`src/rtl/parser_pkg.sv`:
```
// parser_pkg: widths, valid-tag encodings and metadata layout shared by the parser front end.
package parser_pkg;
  localparam int HEAD_WIDTH = 512;
  localparam int META_WIDTH = 32;
  localparam int TAG_START_BIT = 4;
  localparam int META_SHIFT_WIDTH = 4;
  localparam int TAG_WIDTH = 4 + TAG_START_BIT;
  localparam logic [TAG_WIDTH-1:0] HEAD_TAG_VALID = {4'b1101, {TAG_START_BIT{1'b1}}};
  localparam logic [TAG_WIDTH-1:0] META_TAG_VALID = {4'b1111, {META_SHIFT_WIDTH{1'b0}}};
  localparam int META_LEN_MSB = META_WIDTH - 1;
  localparam int META_PORT_MSB = META_WIDTH - 17;
  localparam int META_TRUNC_BIT = META_WIDTH - 25;
  typedef enum logic [1:0] {IDLE, COLLECT, DRAIN} hb_state_t;
  // Fields sit MSB-first; any bits below the truncation flag stay zero.
  function automatic logic [META_WIDTH-1:0] meta_pack(input logic [15:0] len, input logic [7:0] port,
                                                      input logic trunc);
    meta_pack = '0;
    meta_pack[META_LEN_MSB -: 16] = len;
    meta_pack[META_PORT_MSB -: 8] = port;
    meta_pack[META_TRUNC_BIT] = trunc;
  endfunction
endpackage

```
`src/rtl/pkt_head_builder_beat_byte_mask.sv`:
```
// beat_byte_mask: zeroes the bytes past the valid count of an eop beat (byte 0 in the MSBs).
module beat_byte_mask #(
  parameter int BEAT_WIDTH = 128
) (
  input  logic [BEAT_WIDTH-1:0]              i_data,
  input  logic [$clog2(BEAT_WIDTH/8)-1:0]    i_bytes,
  input  logic                               i_eop,
  output logic [BEAT_WIDTH-1:0]              o_data
);
  localparam int NB = BEAT_WIDTH / 8;
  localparam int BW = $clog2(NB);
  for (genvar b = 0; b < NB; b++) begin : g_byte
    assign o_data[BEAT_WIDTH-1-8*b -: 8] =
      (i_eop && i_bytes != '0 && BW'(b) >= i_bytes) ? 8'h00 : i_data[BEAT_WIDTH-1-8*b -: 8];
  end
endmodule

```
`src/rtl/pkt_head_builder.sv`:
```
// pkt_head_builder: assembles the first HEAD_WIDTH bits of each packet and emits tagged
// head/meta words for Parser_Top one cycle after eop.
module pkt_head_builder
  import parser_pkg::*;
#(
  parameter int         BEAT_WIDTH = 128,
  parameter logic [7:0] PORT_ID    = 8'd0
) (
  input  logic                               clk,
  input  logic                               rst_n,
  input  logic                               i_pkt_valid,
  input  logic                               i_pkt_sop,
  input  logic                               i_pkt_eop,
  input  logic [$clog2(BEAT_WIDTH/8)-1:0]    i_pkt_bytes,
  input  logic [BEAT_WIDTH-1:0]              i_pkt_data,
  output logic                               o_pkt_ready,
  output logic [HEAD_WIDTH+TAG_WIDTH-1:0]    o_head,
  output logic [META_WIDTH+TAG_WIDTH-1:0]    o_meta,
  output logic [31:0]                        o_pkt_cnt,
  output logic [15:0]                        o_err_cnt
);
  localparam int BEAT_BYTES = BEAT_WIDTH / 8;
  localparam int HEAD_BEATS = HEAD_WIDTH / BEAT_WIDTH;
  localparam int IDX_W = $clog2(HEAD_BEATS) + 1;
  hb_state_t state_q, state_d;
  logic [HEAD_WIDTH-1:0] asm_q, asm_d, asm_base;
  logic [15:0] len_q, len_d, len_base;
  logic [16:0] len_sum;
  logic [IDX_W-1:0] beat_idx_q, beat_idx_d, slot;
  logic [HEAD_WIDTH+TAG_WIDTH-1:0] head_q, head_d;
  logic [META_WIDTH+TAG_WIDTH-1:0] meta_q, meta_d;
  logic [31:0] pkt_cnt_q, pkt_cnt_d;
  logic [15:0] err_cnt_q, err_cnt_d;
  logic ready_q;
  logic [BEAT_WIDTH-1:0] beat_masked;
  logic start, live, store, emit, err;
  beat_byte_mask #(.BEAT_WIDTH(BEAT_WIDTH)) u_mask (
    .i_data (i_pkt_data),
    .i_bytes(i_pkt_bytes),
    .i_eop  (i_pkt_eop),
    .o_data (beat_masked)
  );
  // A sop always restarts assembly, even mid-packet; that abort is counted as an error.
  always_comb begin
    start = i_pkt_valid & i_pkt_sop;
    live = start | (i_pkt_valid & (state_q != IDLE));
    store = start | (i_pkt_valid & (state_q == COLLECT));
    emit = live & i_pkt_eop;
    err = i_pkt_valid & (i_pkt_sop ^ (state_q == IDLE));
    slot = start ? '0 : beat_idx_q;
    asm_base = start ? '0 : asm_q;
    asm_d = store ? asm_base | (HEAD_WIDTH'(beat_masked) << ((HEAD_BEATS - 1 - int'(slot)) * BEAT_WIDTH))
                  : asm_base;
    len_base = start ? '0 : len_q;
    len_sum = {1'b0, len_base} + ((i_pkt_eop && i_pkt_bytes != '0) ? 17'(i_pkt_bytes) : 17'(BEAT_BYTES));
    len_d = !live ? len_q : len_sum[16] ? 16'hFFFF : len_sum[15:0];
    state_d = emit ? IDLE
            : start ? (HEAD_BEATS == 1 ? DRAIN : COLLECT)
            : (store && beat_idx_q == IDX_W'(HEAD_BEATS - 1)) ? DRAIN
            : state_q;
    beat_idx_d = emit ? '0 : store ? slot + 1'b1 : beat_idx_q;
    head_d = emit ? {HEAD_TAG_VALID, asm_d} : '0;
    meta_d = emit ? {META_TAG_VALID, meta_pack(len_d, PORT_ID, len_d > 16'(HEAD_WIDTH / 8))} : '0;
    pkt_cnt_d = pkt_cnt_q + 32'(emit);
    err_cnt_d = (err && err_cnt_q != 16'hFFFF) ? err_cnt_q + 16'd1 : err_cnt_q;
  end
  always_ff @(posedge clk or negedge rst_n) begin
    if (!rst_n) begin
      state_q <= IDLE;
      asm_q <= '0;
      len_q <= '0;
      beat_idx_q <= '0;
      head_q <= '0;
      meta_q <= '0;
      pkt_cnt_q <= '0;
      err_cnt_q <= '0;
      ready_q <= 1'b0;
    end else begin
      state_q <= state_d;
      asm_q <= asm_d;
      len_q <= len_d;
      beat_idx_q <= beat_idx_d;
      head_q <= head_d;
      meta_q <= meta_d;
      pkt_cnt_q <= pkt_cnt_d;
      err_cnt_q <= err_cnt_d;
      ready_q <= 1'b1;
    end
  end
  assign o_pkt_ready = ready_q;
  assign o_head = head_q;
  assign o_meta = meta_q;
  assign o_pkt_cnt = pkt_cnt_q;
  assign o_err_cnt = err_cnt_q;
endmodule
```
`config.mk`:
```
export PLATFORM = sky130hd
export DESIGN_NAME = pkt_head_builder
export DESIGN_NICKNAME = d
export VERILOG_FILES = /design/src/rtl/parser_pkg.sv /design/src/rtl/pkt_head_builder_beat_byte_mask.sv /design/src/rtl/pkt_head_builder.sv
export SDC_FILE = /design/constraint.sdc
export NUM_CORES = 1
export LEC_CHECK = 0
export BUFFER_PORTS_ARGS = -buffer_cell sky130_fd_sc_hd__buf_2
export CAP_MARGIN = 20
export CORE_ASPECT_RATIO = 1.5
export CORE_MARGIN = 8
export CORE_UTILIZATION = 30
export CTS_BUF_LIST = sky130_fd_sc_hd__clkbuf_4 sky130_fd_sc_hd__clkbuf_8
export CTS_CLUSTER_SIZE = 12
export DETAILED_ROUTE_END_ITERATION = 16
export PLACE_DENSITY = 0.59
export SLEW_MARGIN = 20
export SYNTH_ARGS = -nofsm -noshare
export SYNTH_HDL_FRONTEND = slang
export SYNTH_SLANG_ARGS = --single-unit
```
`constraint.sdc`:
```
create_clock -name clk -period 9.5 [get_ports clk]
set_clock_uncertainty 0.05 [all_clocks]
set_input_delay 0.475 -clock clk [delete_from_list [all_inputs] [get_ports clk]]
set_output_delay 0.475 -clock clk [all_outputs]
set_load 0.005 [all_outputs]
```
==> flow_summary.ini, run 1 <==
[timing]
fmax_mhz = 225
tightest_slew_ns = 1.09
tns_ns = 0
finalCritPeriodShare_pct = 46.8
hold_viol_final = 0
maxSlewViolCount = 0
relSlewSlack_pct = 27.6
setup_viol = 0
grt_setup_unrepaired = no
post-route-min-period_ns = 4.45

[worst_setup_path]
cp-end-kind = flop
cp_max_fo = 119
path_common_cell = buf_4
r2r_start = state_q[0]$_DFFE_PN0P_
arrival_ns = 5.17
critical_path.startpoint = state_q[0]$_DFFE_PN0P_
path_cells = o31a_1 -> nand2_1 -> inv_8 -> buf_4 -> buf_4 -> and2_1
rr_worst_depth = 6
ff2ff_setup_slack_ns = 5.05
required_ns = 10.22
r2r-end = o_head[150]$_DFF_PN0_
critPathKind = flop to flop
crit_path_max_incr_delay_ns = 0.80
start_kind = flop
slowest_stage = buf_4

[place]
gp_congestion = 0.833
hpwl_mm = 85.5
io_buffers = 725
placed_area_mm2 = 0.0442

[routing]
drt-total-wl_mm = 124
top_layer = met5
wl_met3_mm = 10.2
detail-route-antenna-nets = 0
drc = 0
avgViaCountPerCell = 4.65
dr.pass1.iters = 5
wire_per_inst_um = 22.7
first_iter_violations = 1565
dr_wl_met2_mm = 61.0
vias = 25400
wl_met1_mm = 48.5

[global_routing]
grt.total_usage_pct = 17.2
grt_pass1_wl_mm = 184
grt_max_degree = 179
grt-ovfl-total = 0
antenna_found_initial = 13
grt_pass1_vias = 27400

[clocking]
clock_latency_ns = 0.85
cts_tree = done
htreeDepth = 4
cts.sinks = 1112
cts-root-buf = clkbuf_8
cts.path.max_buffers = 3
post_cts_buffers = 0
clk_pin_slew_ns = 0.06
cts_buffers = 167

[logic_synthesis]
netlist_instances = 2724
yosysSeqAreaShare_pct = 71.7
synth_seq_cells = 1112
ys_types = 64
synthesis.area_mm2 = 0.0388
synth-edff-count = 0
ys.warnings.count = 0
synthArstFlopShare_pct = 100
dominantRegCellSynth = dfrtp_1
avgSynthCellArea_um2 = 14.2

[power]
leakage_nw = 26.0
peakVddDrop_v = 0.000139
p_per_area_mw_per_mm2 = 231

[flow_run]
maxCapViolCount = 0

[die]
die_w_um = 310
initial_core_util_pct = 30.2
core_area_mm2 = 0.128
die-area_mm2 = 0.141
rows = 161
die_h_um = 457
pin_count = 746

[worst_hold_path]
hp-class = input port to async pin

[final_layout]
mostFrequentLayoutCell = dfrtp_1
mostFrequentLayoutCells = 1,112 x dfrtp_1, 724 x buf_2, 530 x and2_1
n_fill_cell = 12300
drive_gt1_share_pct = 28.7
fin_nets = 3769
syn_to_final_growth_pct = 26.8
fin_area_mm2 = 0.0492

[status]
status = finished, final reports clean
==> flip-flops by register name (all words and copies together), names as in the netlist <==
register / count
o_head: 513
asm_q: 512
o_pkt_cnt: 32
o_meta: 17
len_q: 16
o_err_cnt: 16
beat_idx_q: 3
state_q: 2
o_pkt_ready: 1
==> cell usage after synthesis (all sizes together) (2+ instances only) <==
cell / count / area share [%]
dfrtp: 1112 / 72
and2: 530 / 8.5
a22o: 513 / 12
clkbuf: 129 / 1.3
nor2: 108 / 1.2
nand2: 48 / 0.46
xnor2: 41 / 0.93
buf: 39 / 0.69
a21oi: 27 / 0.35
nand3: 20 / 0.26
o21ai: 17 / 0.22
and3: 16 / 0.26
xor2: 16 / 0.36
nand4: 14 / 0.24
nor3: 11 / 0.15
ha: 9 / 0.29
and4: 7 / 0.16
nor4: 6 / 0.097
o31ai: 6 / 0.14
inv: 5 / 0.048
a31oi: 4 / 0.10
or3: 4 / 0.064
a211oi: 3 / 0.058
a21o: 3 / 0.058
a211o: 2 / 0.045
a21boi: 2 / 0.039
conb: 2 / 0.019
o22a: 2 / 0.045
o31a: 2 / 0.048
o41ai: 2 / 0.045
or2: 2 / 0.032
==> repair_timing <==
item | 4_1_cts | 5_1_grt
setup endpoints to repair | 0 | 0
hold buffers | 130 | 0
hold endpoints to repair | 1107 | 0
resized for setup | 0 | 0
==> worst max-delay path, delay by kind of cell, from the launching register on <==
family,cells,cell delay (ns)
flip-flops,1,0.45
AND/OR/NAND/NOR,2,0.87
AO/OA/AOI/OAI,1,0.62
buffers and inverters,3,2.10
==> report_power, final <==
group / total, mW / internal, mW / leakage, nW / switching (mW)
Sequential: 5.53 / 5.30 / 15.2 / 0.225
Combinational: 1.53 / 0.630 / 8.85 / 0.900
Clock: 4.29 / 2.40 / 1.94 / 1.89
==> metrics by stage <==
| stage | hold WS (ns) | setup WS (ns) | power (mW) | utilization (%) | cells |
|---|---|---|---|---|---|
| 3_3_place_gp | 0.421 | 4.84 | 7.08 | 34.4 | 5033 |
| 3_5_place_dp | 0.424 | 4.75 | 7.12 | 34.4 | 5034 |
| 5_1_grt | 0.125 | 4.63 | 11.9 | 38.3 | 5458 |
| 6_report | 0.205 | 5.05 | 11.3 | 38.3 | 5459 |
| 2_1_floorplan | 0.129 | 5.32 | 6.40 | - | 2743 |
| 4_1_cts | 0.0437 | 4.96 | 11.5 | 38.3 | 5454 |
==> metal layers <==
| layer | global-route usage, % | up-vias |
|---|---|---|
| met5 | 0 | - |
| met4 | 6.62 | 4 |
| met3 | 5.83 | 216 |
| met2 | 28.7 | 895 |
| met1 | 20.4 | 13000 |
| li1 | - | 11300 |
==> area by class of cell <==
class	count	area [µm²]	area share [%]
tap	1711	2140	4.35
inverter	6	30.0	0.0610
multi-input combinational	1457	10300	21.0
clock inverter	40	470	0.956
timing repair buffer	878	5190	10.6
sequential	1112	27800	56.6
clock buffer	250	3200	6.50
antenna	5	12.5	0.0254
==> worst max-delay path by stage <==
stage | endpoint | slack [ns] | cells past startpoint
global placement | o_head[158]$_DFF_PN0_ | 4.84 | 8
detailed placement | o_head[413]$_DFF_PN0_ | 4.75 | 7
finish | o_head[150]$_DFF_PN0_ | 5.05 | 6
floorplan | o_meta[7]$_DFF_PN0_ | 5.32 | 15
CTS | o_head[34]$_DFF_PN0_ | 4.96 | 6
global route | o_head[150]$_DFF_PN0_ | 4.63 | 6
==> cell families after synthesis <==
group | count (synthesis) | synth area share (%)
AO/OA/AOI/OAI | 595 | 13.0
other | 2 | 0.0194
flip-flops | 1112 | 71.7
multiplexers | 1 | 0.0290
adder cells (fa/ha/maj) | 10 | 0.342
AND/OR/NAND/NOR | 773 | 11.6
XOR/XNOR | 57 | 1.29
buffers and inverters | 174 | 2.03
Power figures use the tool's default switching activity.
==> inputs of run 2 (changes only) <==
--- a/config.mk
+++ b/config.mk
@@ -5,6 +5,7 @@
 export SDC_FILE = /design/constraint.sdc
 export NUM_CORES = 1
 export LEC_CHECK = 0
+export ABC_AREA = 1
 export BUFFER_PORTS_ARGS = -buffer_cell sky130_fd_sc_hd__buf_2
 export CAP_MARGIN = 20
 export CORE_ASPECT_RATIO = 1.5
@@ -13,7 +14,7 @@
 export CTS_BUF_LIST = sky130_fd_sc_hd__clkbuf_4 sky130_fd_sc_hd__clkbuf_8
 export CTS_CLUSTER_SIZE = 12
 export DETAILED_ROUTE_END_ITERATION = 16
-export PLACE_DENSITY = 0.59
+export PLACE_DENSITY = 0.6
 export SLEW_MARGIN = 20
 export SYNTH_ARGS = -nofsm -noshare
 export SYNTH_HDL_FRONTEND = slang
==> constraint.sdc (replaced) <==
create_clock -name clk -period 3.6 [get_ports clk]
set_clock_uncertainty 0.05 [all_clocks]
set_input_delay 0.18 -clock clk [delete_from_list [all_inputs] [get_ports clk]]
set_output_delay 0.18 -clock clk [all_outputs]
set_load 0.005 [all_outputs]
==> flow_summary.ini, run 2 <==
[status]
status = finished, final reports clean

[logic_synthesis]
synthArstFlopShare_pct = 100
yosysTopAreaCellShare_pct = 66.2
synth-edff-count = 0
ys_types = 41
synthesis.area_mm2 = 0.0420
dominantRegCellSynth = dfrtp_1
synth_commonest_cells = 1,600 x nand2_1, 1,112 x dfrtp_1, 488 x a21oi_1, 265 x inv_1, 194 x nor4_1
synthXorXnorAreaFrac_pct = 1.04
synth_most_common_cell = nand2_1
synth_mux_area_share_pct = 0
ys.warnings.count = 0
synth_compound_area_share_pct = 6.68
synth-simple-area-share_pct = 20.4
synth_seq_cells = 1112
netlist_instances = 4308
avgSynthCellArea_um2 = 9.75
synthAdderAreaFrac_pct = 0.316
yosysSeqAreaShare_pct = 66.2
synth_top_family_by_area = simple AND/OR/NAND/NOR gates
yosys-top-cells-area = dfrtp_1 66%, nand2_1 14%, a21oi_1 5.8%, nor4_1 2.9%, inv_1 2.4%
yosys.area.top_type = dfrtp_1

[die]
core_area_mm2 = 0.139
rows = 168
die-area_mm2 = 0.153
pin_count = 746
die_w_um = 322
die_h_um = 474
initial_core_util_pct = 30.1

[power]
leakage_nw = 29.7
peakVddDrop_v = 0.000346
p_per_area_mw_per_mm2 = 574

[timing]
setup_viol = 0
hold_viol_final = 0
relSlewSlack_pct = 32.1
grt_setup_unrepaired = no
tns_ns = 0
tightest_slew_ns = 1.02
finalCritPeriodShare_pct = 96.4
post-route-min-period_ns = 3.47
maxSlewViolCount = 0
fmax_mhz = 288

[worst_hold_path]
hp-class = input port to async pin

[routing]
drc = 0
wire_per_inst_um = 20.3
avgViaCountPerCell = 4.67
detail-route-antenna-nets = 0
first_iter_violations = 2635
drt-total-wl_mm = 147
dr.pass1.iters = 5
vias = 33700

[final_layout]
drive_gt1_share_pct = 22.1
fin_area_mm2 = 0.0534
largest_reg_flops = 513
syn_to_final_growth_pct = 27.1
finish.utilization_pct = 38.3
mostFrequentLayoutCells = 1,600 x nand2_1, 1,112 x dfrtp_1, 724 x buf_2
fin_nets = 5341
mostFrequentLayoutCell = nand2_1

[worst_setup_path]
start_kind = input port
path_cells = dlygate4sd3_1 -> buf_2 -> nand2_8 -> dlygate4sd3_1 -> buf_12 -> nand2_1 -> inv_1 -> nor2_4 -> buf_12 -> inv_1 -> o2bb2ai_1 -> dlygate4sd3_1
critPathKind = input port to flop
critPathTopFamily = buffers and inverters
crit_path_max_incr_delay_ns = 0.62
slowest_stage = dlygate4sd3_1
cp_max_fo = 145
arrival_ns = 4.19
cp-end-kind = flop
crit_buf_inv = 8
required_ns = 4.32
path_common_cell = dlygate4sd3_1

[global_routing]
grt_pass1_vias = 34600
grt_max_degree = 167
antenna_found_initial = 17
grt_pass1_wl_mm = 219
grt-ovfl-total = 0
grt.total_usage_pct = 18.8

[clocking]
clock_latency_ns = 0.89
cts-root-buf = clkbuf_8
cts_tree = done
htreeDepth = 4
post_cts_buffers = 0
cts.sinks = 1112
clk_pin_slew_ns = 0.07
cts_buffers = 174
cts.path.max_buffers = 3

[place]
gp_congestion = 0.878
io_buffers = 725
hpwl_mm = 99.8
placed_area_mm2 = 0.0480

[flow_run]
maxCapViolCount = 0
[run 2: final timing paths]
path                                              start                       to  slack (ns)  depth (start not counted)
max in group asynchronous                         rst_n     asm_q[160]$_DFF_PN0_        2.58                          3
worst max register to register   state_q[1]$_DFFE_PN0P_     asm_q[375]$_DFF_PN0_        0.76                          9
worst min register to register  o_pkt_cnt[31]$_DFF_PN0_  o_pkt_cnt[31]$_DFF_PN0_        0.42                          1
worst max-delay path                          i_pkt_sop     asm_q[375]$_DFF_PN0_        0.13                         12
min in group clk                         i_pkt_data[83]      asm_q[83]$_DFF_PN0_        0.15                          6
worst min-delay path                              rst_n    o_head[325]$_DFF_PN0_        0.13                          3
[run 2: through the flow]
| step | hold slack (ns) | power, mW | setup WS [ns] | std cells |
|---|---|---|---|---|
| final | 0.128 | 30.6 | 0.131 | 7216 |
| after global placement | 0.191 | 18.7 | 0.328 | 6748 |
| after CTS | 0.0146 | 31.1 | 0.278 | 7208 |
| after detailed placement | 0.188 | 18.8 | 0.431 | 6748 |
| after global routing | 0.0968 | 32.2 | 0.0325 | 7213 |
| after floorplan | -0.166 | 16.7 | 0.660 | 4327 |
[run 2: cell type report]
| cell class | count | area, µm² |
|---|---|---|
| antenna | 8 | 20.0 |
| clock buffer | 268 | 3390 |
| clock inverter | 52 | 588 |
| fill | 13900 | 86000 |
| inverter | 269 | 1030 |
| multi-input combinational | 2671 | 12100 |
| sequential | 1112 | 27800 |
| tap | 1870 | 2340 |
| timing repair buffer | 966 | 6140 |
[run 2: power by group]
part	switching [mW]	internal (mW)
clock	5.29	6.71
combinational	3.13	1.41
sequential	0.458	13.6
total	8.88	21.8
[run 2: worst register-to-register path: cells and delay by family, from the launching register on]
family / cells / cell delay, ns
AO/OA/AOI/OAI: 1 / 0.29
buffers and inverters: 5 / 1.40
flip-flops: 1 / 0.41
AND/OR/NAND/NOR: 3 / 0.62
[run 2: repair_timing]
item | 4_1_cts | 5_1_grt
hold buffers | 140 | 0
resized for setup | 0 | 0
endpoints found under the hold margin | 2178 | 0
[run 2: cells by family after synthesis]
group,after synthesis
other,2
and+or+nand+nor,2053
DFF,1112
AOI/OAI and AO/OA,537
buffers and inverters,544
adders and majority gates,10
xor gates and xnor gates,50
[run 2: per-layer routing]
layer,routed length [µm],GRT usage (%),up-vias
li1,-,-,15600
met1,60100,23.5,16500
met2,66900,29.5,1378
met3,14700,7.03,259
met4,4970,7.26,10
met5,64,0,-
